==> config.mk <==
export PLATFORM = sky130hd
export DESIGN_NAME = hazard_track_unit_flat
export DESIGN_NICKNAME = d
export VERILOG_FILES = /design/src/rtl/hazard_track_unit_if.sv /design/src/rtl/hazard_track_unit.sv /design/src/flat_wrapper.sv
export SDC_FILE = /design/constraint.sdc
export NUM_CORES = 1
export LEC_CHECK = 0
export ABC_CLOCK_PERIOD_IN_PS = 6300
export CAP_MARGIN = 10
export CORE_ASPECT_RATIO = 0.6
export CORE_MARGIN = 2
export CORE_UTILIZATION = 54
export DETAILED_ROUTE_END_ITERATION = 12
export PLACE_DENSITY_LB_ADDON = 0.12
export SYNTH_ARGS = -nofsm -noshare
export SYNTH_HDL_FRONTEND = slang
export SYNTH_SLANG_ARGS = --single-unit
==> constraint.sdc <==
create_clock -name clk -period 6.3 [get_ports clk]
set_clock_uncertainty 0.1 [all_clocks]
set_input_delay 1.26 -clock clk [delete_from_list [all_inputs] [get_ports clk]]
set_output_delay 1.26 -clock clk [all_outputs]
set_load 0.02 [all_outputs]
==> src/rtl/hazard_track_unit_if.sv <==
// ID-stage hazard bundle: decoded operand/destination fields in, pipeline
// control, forwarding selects and performance counters out.
interface hazard_track_unit_if #(
  parameter int REG_AW     = 5,
  parameter int MEM_STAGES = 1,
  parameter int CNT_W      = 32
);
  localparam int FW = $clog2(MEM_STAGES + 2);

  logic              branch_id;
  logic              rs1_use_id;
  logic              rs2_use_id;
  logic [1:0]        optype_id;
  logic [REG_AW-1:0] rs1_id;
  logic [REG_AW-1:0] rs2_id;
  logic [REG_AW-1:0] rd_id;

  logic              pc_en_if;
  logic              reg_fd_stall;
  logic              reg_fd_flush;
  logic              reg_de_flush;
  logic [FW-1:0]     fwd_sel_a;
  logic [FW-1:0]     fwd_sel_b;
  logic              fwd_ls;
  logic [CNT_W-1:0]  stall_cnt;
  logic [CNT_W-1:0]  flush_cnt;

  // master = pipeline front end, slave = hazard unit
  modport master (
    output branch_id, rs1_use_id, rs2_use_id, optype_id, rs1_id, rs2_id, rd_id,
    input  pc_en_if, reg_fd_stall, reg_fd_flush, reg_de_flush,
           fwd_sel_a, fwd_sel_b, fwd_ls, stall_cnt, flush_cnt
  );
  modport slave (
    input  branch_id, rs1_use_id, rs2_use_id, optype_id, rs1_id, rs2_id, rd_id,
    output pc_en_if, reg_fd_stall, reg_fd_flush, reg_de_flush,
           fwd_sel_a, fwd_sel_b, fwd_ls, stall_cnt, flush_cnt
  );
endinterface

==> src/rtl/hazard_track_unit.sv <==
// Data-hazard tracker: follows EXE/MEM destinations, picks forwarding sources,
// raises load-use stalls. Define HAZARD_LS_FWD_EN for load->store forwarding.

module hazard_track_slot_cmp #(
  parameter int REG_AW = 5
) (
  input  logic [1:0]        i_op,
  input  logic [REG_AW-1:0] i_rd,
  input  logic [REG_AW-1:0] i_rs1,
  input  logic [REG_AW-1:0] i_rs2,
  output logic              o_hit_a,
  output logic              o_hit_b,
  output logic              o_load
);
  logic w_writer;

  // x0 is never a producer, so a zero rd can never match
  assign w_writer = ((i_op == 2'b01) || (i_op == 2'b10)) && (i_rd != '0);
  assign o_hit_a  = w_writer && (i_rd == i_rs1);
  assign o_hit_b  = w_writer && (i_rd == i_rs2);
  assign o_load   = (i_op == 2'b10);
endmodule

module hazard_track_unit #(
  parameter int REG_AW     = 5,
  parameter int MEM_STAGES = 1,
  parameter int CNT_W      = 32
) (
  input  logic                clk,
  input  logic                rst,
  hazard_track_unit_if.slave  bus
);
  localparam int D  = MEM_STAGES + 1;
  localparam int FW = $clog2(MEM_STAGES + 2);
  localparam logic [1:0] OP_ST = 2'b11;

  typedef struct packed {
    logic [1:0]        op;
    logic [REG_AW-1:0] rd;
    logic [REG_AW-1:0] rs2;
  } slot_t;

  slot_t            r_slot [D];
  logic [CNT_W-1:0] r_stall_cnt;
  logic [CNT_W-1:0] r_flush_cnt;

  slot_t            w_id_slot;
  logic [D-1:0]     w_hit_a, w_hit_b, w_load;
  logic             w_use_a, w_use_b;
  logic             w_fa, w_fb, w_la, w_lb;
  logic [FW-1:0]    w_ka, w_kb;
  logic             w_haz_a, w_haz_b, w_ls_exempt;
  logic             w_stall, w_fd_flush, w_ls_hit;
  logic [FW-1:0]    w_sel_a, w_sel_b;

  assign w_id_slot = '{op: bus.optype_id, rd: bus.rd_id, rs2: bus.rs2_id};
  assign w_use_a   = bus.rs1_use_id && (bus.rs1_id != '0);
  assign w_use_b   = bus.rs2_use_id && (bus.rs2_id != '0);

  generate
    for (genvar k = 0; k < D; k++) begin : g_cmp
      hazard_track_slot_cmp #(.REG_AW(REG_AW)) u_cmp (
        .i_op   (r_slot[k].op),
        .i_rd   (r_slot[k].rd),
        .i_rs1  (bus.rs1_id),
        .i_rs2  (bus.rs2_id),
        .o_hit_a(w_hit_a[k]),
        .o_hit_b(w_hit_b[k]),
        .o_load (w_load[k])
      );
    end
  endgenerate

  // Walk oldest to youngest so the youngest matching producer wins
  always_comb begin
    w_fa = 1'b0; w_ka = '0; w_la = 1'b0;
    w_fb = 1'b0; w_kb = '0; w_lb = 1'b0;
    for (int k = D-1; k >= 0; k--) begin
      if (w_use_a && w_hit_a[k]) begin
        w_fa = 1'b1; w_ka = FW'(k); w_la = w_load[k];
      end
      if (w_use_b && w_hit_b[k]) begin
        w_fb = 1'b1; w_kb = FW'(k); w_lb = w_load[k];
      end
    end
  end

  // A load only has data once it reaches the last MEM slot
  assign w_haz_a = w_fa && w_la && (w_ka < FW'(MEM_STAGES));
  assign w_haz_b = w_fb && w_lb && (w_kb < FW'(MEM_STAGES));
  assign w_sel_a = (w_fa && (!w_la || (w_ka == FW'(MEM_STAGES)))) ? w_ka + 1'b1 : '0;
  assign w_sel_b = (w_fb && (!w_lb || (w_kb == FW'(MEM_STAGES)))) ? w_kb + 1'b1 : '0;

  assign w_ls_hit = (r_slot[MEM_STAGES-1].op == OP_ST) && (r_slot[MEM_STAGES].op == 2'b10) &&
                    (r_slot[MEM_STAGES-1].rs2 == r_slot[MEM_STAGES].rd) &&
                    (r_slot[MEM_STAGES].rd != '0);

`ifdef HAZARD_LS_FWD_EN
  // Store data picks up the load result later through fwd_ls
  assign w_ls_exempt = (bus.optype_id == OP_ST) && (w_kb == '0);
  assign bus.fwd_ls  = !rst && w_ls_hit;
`else
  logic w_unused_ls;
  assign w_unused_ls = w_ls_hit;
  assign w_ls_exempt = 1'b0;
  assign bus.fwd_ls  = 1'b0;
`endif

  assign w_stall    = !rst && (w_haz_a || (w_haz_b && !w_ls_exempt));
  assign w_fd_flush = !rst && bus.branch_id && !w_stall;

  assign bus.pc_en_if     = !w_stall;
  assign bus.reg_fd_stall = w_stall;
  assign bus.reg_de_flush = w_stall;
  assign bus.reg_fd_flush = w_fd_flush;
  assign bus.fwd_sel_a    = rst ? '0 : w_sel_a;
  assign bus.fwd_sel_b    = rst ? '0 : w_sel_b;
  assign bus.stall_cnt    = r_stall_cnt;
  assign bus.flush_cnt    = r_flush_cnt;

  always_ff @(posedge clk) begin
    if (rst) begin
      for (int k = 0; k < D; k++) r_slot[k] <= '0;
      r_stall_cnt <= '0;
      r_flush_cnt <= '0;
    end else begin
      r_slot[0] <= w_stall ? slot_t'('0) : w_id_slot;
      for (int k = 1; k < D; k++) r_slot[k] <= r_slot[k-1];
      if (w_stall && (r_stall_cnt != '1))    r_stall_cnt <= r_stall_cnt + 1'b1;
      if (w_fd_flush && (r_flush_cnt != '1)) r_flush_cnt <= r_flush_cnt + 1'b1;
    end
  end
endmodule

==> src/flat_wrapper.sv <==
// flat-port wrapper written by rule: the top's interface ports become plain ports
module hazard_track_unit_flat 
#(
  parameter int REG_AW     = 5,
  parameter int MEM_STAGES = 1,
  parameter int CNT_W      = 32
)
  (clk, rst, bus_branch_id, bus_rs1_use_id, bus_rs2_use_id, bus_optype_id, bus_rs1_id, bus_rs2_id, bus_rd_id, bus_pc_en_if, bus_reg_fd_stall, bus_reg_fd_flush, bus_reg_de_flush, bus_fwd_sel_a, bus_fwd_sel_b, bus_fwd_ls, bus_stall_cnt, bus_flush_cnt);
  hazard_track_unit_if #(.REG_AW(REG_AW), .MEM_STAGES(MEM_STAGES), .CNT_W(CNT_W)) bus_i ();
  input  logic clk;
  input  logic rst;
  input wire logic [$bits(bus_i.branch_id)-1:0] bus_branch_id;
  input wire logic [$bits(bus_i.rs1_use_id)-1:0] bus_rs1_use_id;
  input wire logic [$bits(bus_i.rs2_use_id)-1:0] bus_rs2_use_id;
  input wire logic [$bits(bus_i.optype_id)-1:0] bus_optype_id;
  input wire logic [$bits(bus_i.rs1_id)-1:0] bus_rs1_id;
  input wire logic [$bits(bus_i.rs2_id)-1:0] bus_rs2_id;
  input wire logic [$bits(bus_i.rd_id)-1:0] bus_rd_id;
  output wire logic [$bits(bus_i.pc_en_if)-1:0] bus_pc_en_if;
  output wire logic [$bits(bus_i.reg_fd_stall)-1:0] bus_reg_fd_stall;
  output wire logic [$bits(bus_i.reg_fd_flush)-1:0] bus_reg_fd_flush;
  output wire logic [$bits(bus_i.reg_de_flush)-1:0] bus_reg_de_flush;
  output wire logic [$bits(bus_i.fwd_sel_a)-1:0] bus_fwd_sel_a;
  output wire logic [$bits(bus_i.fwd_sel_b)-1:0] bus_fwd_sel_b;
  output wire logic [$bits(bus_i.fwd_ls)-1:0] bus_fwd_ls;
  output wire logic [$bits(bus_i.stall_cnt)-1:0] bus_stall_cnt;
  output wire logic [$bits(bus_i.flush_cnt)-1:0] bus_flush_cnt;
  assign bus_i.branch_id = bus_branch_id;
  assign bus_i.rs1_use_id = bus_rs1_use_id;
  assign bus_i.rs2_use_id = bus_rs2_use_id;
  assign bus_i.optype_id = bus_optype_id;
  assign bus_i.rs1_id = bus_rs1_id;
  assign bus_i.rs2_id = bus_rs2_id;
  assign bus_i.rd_id = bus_rd_id;
  assign bus_pc_en_if = bus_i.pc_en_if;
  assign bus_reg_fd_stall = bus_i.reg_fd_stall;
  assign bus_reg_fd_flush = bus_i.reg_fd_flush;
  assign bus_reg_de_flush = bus_i.reg_de_flush;
  assign bus_fwd_sel_a = bus_i.fwd_sel_a;
  assign bus_fwd_sel_b = bus_i.fwd_sel_b;
  assign bus_fwd_ls = bus_i.fwd_ls;
  assign bus_stall_cnt = bus_i.stall_cnt;
  assign bus_flush_cnt = bus_i.flush_cnt;
  hazard_track_unit #(.REG_AW(REG_AW), .MEM_STAGES(MEM_STAGES), .CNT_W(CNT_W)) u_core (.clk(clk), .rst(rst), .bus(bus_i));
endmodule
==> results.toml <==
[run_status]
status = "finished clean"

[logic_synthesis]
synth.avg_cell_area_um2 = 8.34
synthFlopType = "dfxtp_1"
synth.distinct_cells = 43
seq_area_frac_synth = 0.384
synth-seq-cells = 78
yosysWarningCount = 0
async_flop_share = 0
synth-edff-count = 0
synth_nets = 514
syn_inst = 488
syn-cell-area_um2 = 4070

[timing]
fin_crit_ns = 5.33
fmax_mhz = 188
whs_ns = 0.346
setup-violations-final = 0
tightest_slew_ns = 1.07
finalCritPeriodShare = 0.847
finalMaxSlewViolations = 0
finalHoldViolCount = 0
rsz0062_at_grt = "no"
relSlewSlack = 0.287
tns_ns = 0

[grt]
grt_pass1_vias = 3726
met3_usage = 0.0804
grt.busiest_layer = "met2"
antenna_found_initial = 0
use_met2 = 0.407
grt_use_total = 0.280
grt_max_degree = 64
grt_pass1_wl_mm = 18.3
gr-total-overflow = 0
use_met1 = 0.402

[pwr]
vdd_drop_max_uv = 135
internal_power_w = 0.000933
power.net_switching_w = 0.000239
power_frac_clock = 0.520
seqPwrFrac = 0.430
power_frac_comb = 0.050
swShare = 0.204
powerDensity_nw_per_um2 = 218
p_leak_nw = 1.81

[worst_setup_path]
critical_path.startpoint_type = "input port"
critical_path_buf_inv_count = 2
crit_path_start = "bus_rs1_id[3]"
crit_path_top_delay_cell = "clkdlybuf4s50_1"
worstPathArrival_ns = 3.97
cp_common_cell = "clkdlybuf4s50_1"
cp_max_fo = 9
ff2ff_path_depth = 6
end_kind = "output port"
critical_path_class = "in -> out"
ff2ff_setup_slack_ns = 3.15
r2r-start = "u_core.bus.flush_cnt[14]"
crit_family = "buffers and inverters"
cp.depth = 6
cp_data_required_time_ns = 4.94
cpPeakStageDelay_ns = 0.70
reg2reg_to = "u_core.bus.flush_cnt[15]"
path_cells = "clkdlybuf4s50_1, or4_1, o21a_1, and4_1, o21ai_1, clkdlybuf4s50_1"

[route]
dr.pass1.iters = 6
drtIter0Drc = 346
wl_mm = 11.3
num_vias = 4119
via_per_inst = 6.08
routedWlPerCell_um = 16.7
ant_nets = 0
drc = 0

[final_layout]
drive_gt1_frac = 0.0610
utilization = 0.741
final_cell_mix = "clkdlybuf4s50_1, dfxtp_1, a21oi_1"
num-nets-final = 595
multi_input_area_um2 = 2330
seq_area_um2 = 1560
final_common_cell = "clkdlybuf4s50_1"
area_delta_synth_final_pct = 32.3
fill_cells = 564
n_antenna_cell = 0

[worst_hold_path]
min_path_type = "reg -> reg"
whs_path_depth = 2
hp-start = "u_core.r_slot[0][10]"
worstHoldEndpoint = "u_core.r_slot[0][22]"

[clock_network]
numCtsBuffers = 9
cts_setup_buffers = 0
clockBufferDepth = 2
cts_resized = 0
clk_latency_ns = 0.34
cts-root-buf = "clkbuf_16"
cts_tree = "done"
cts-hold-fix-buffers = 0
cts_sinks = 78
htree_levels = 3
clk_pin_slew_ns = 0.06

[die]
coreArea_um2 = 7270
row_count = 24
io_pins = 95
initial_utilization = 0.560
fp.dieH_um = 71.2
fp.dieW_um = 116
die_area_um2 = 8270

[placed_design]
post-dp-hpwl_mm = 7.85
gp_congestion = 0.886
io_buffers = 93

[run]
max_cap_violations = 0
[metrics by stage]
step / instance area [um^2] / cells / worst slack [ns] / power (W)
floorplan: 4070 / 488 / 1.69 / 0.000546
global placement: 5020 / 662 / 1.06 / 0.000570
detailed placement: 5020 / 662 / 1.01 / 0.000571
CTS: 5380 / 678 / 0.988 / 0.00118
global route: 5380 / 678 / 0.903 / 0.00120
finish: 5380 / 678 / 0.967 / 0.00117
[layout make-up]
type / count / area share
Clock inverter: 5 / 0.0195
Multi-Input combinational cell: 373 / 0.434
Clock buffer: 11 / 0.0470
Timing Repair Buffer: 98 / 0.179
Tap cell: 104 / 0.0242
Inverter: 9 / 0.00628
Sequential cell: 78 / 0.290
[synthesized netlist by cell type (18+ instances only)]
cell type / number / area [um^2]
nand3_1: 27 / 135
o21ai_0: 21 / 105
nor2b_1: 19 / 119
a21oi_1: 40 / 200
and3_1: 20 / 125
xor2_1: 19 / 166
dfxtp_1: 78 / 1560
or4_1: 24 / 180
or3_1: 18 / 113
nor2_1: 30 / 113
o31ai_1: 21 / 158
nand2_1: 35 / 131
[layer usage]
metal	up-vias	share of wire
met5	-	0
met1	1947	0.47
met2	175	0.43
li1	1974	-
met3	23	0.083
met4	0	0.016
[worst max-delay path by stage]
stage                  endpoint  slack [ns]
2_1_floorplan  bus_reg_fd_stall        1.69
3_3_place_gp       bus_pc_en_if        1.06
3_5_place_dp       bus_pc_en_if        1.01
4_1_cts            bus_pc_en_if        0.99
5_1_grt            bus_pc_en_if        0.90
6_report           bus_pc_en_if        0.97
[state kept, by name (all words and copies together), names as in the netlist]
register,flops
u_core.bus.flush_cnt,32
u_core.bus.stall_cnt,32
u_core.r_slot,14
[logic make-up after synthesis]
kind of cell,Yosys count,share of synthesized area
compound gates,105,0.161
xor+xnor,24,0.0517
fa+ha+maj,4,0.0123
buf+inv,37,0.0421
flops,78,0.384
mux,12,0.0329
other cells,1,0.000922
simple gates,227,0.315
[power groups by stage]
stage          sequential (W)  clock (W)  combinational (W)
2_1_floorplan        0.000514          0          0.0000324
3_3_place_gp         0.000515          0          0.0000550
3_5_place_dp         0.000515          0          0.0000566
4_1_cts              0.000504   0.000614          0.0000574
5_1_grt              0.000504   0.000635          0.0000632
6_report             0.000504   0.000609          0.0000580
[worst reg2reg max path: cells and delay by family, from the launching register on]
family / cells / cell delay [ns]
simple gates: 5 / 2.12
flops: 1 / 0.49
mux: 1 / 0.32
No activity file was read; power rests on OpenSTA's default activity.
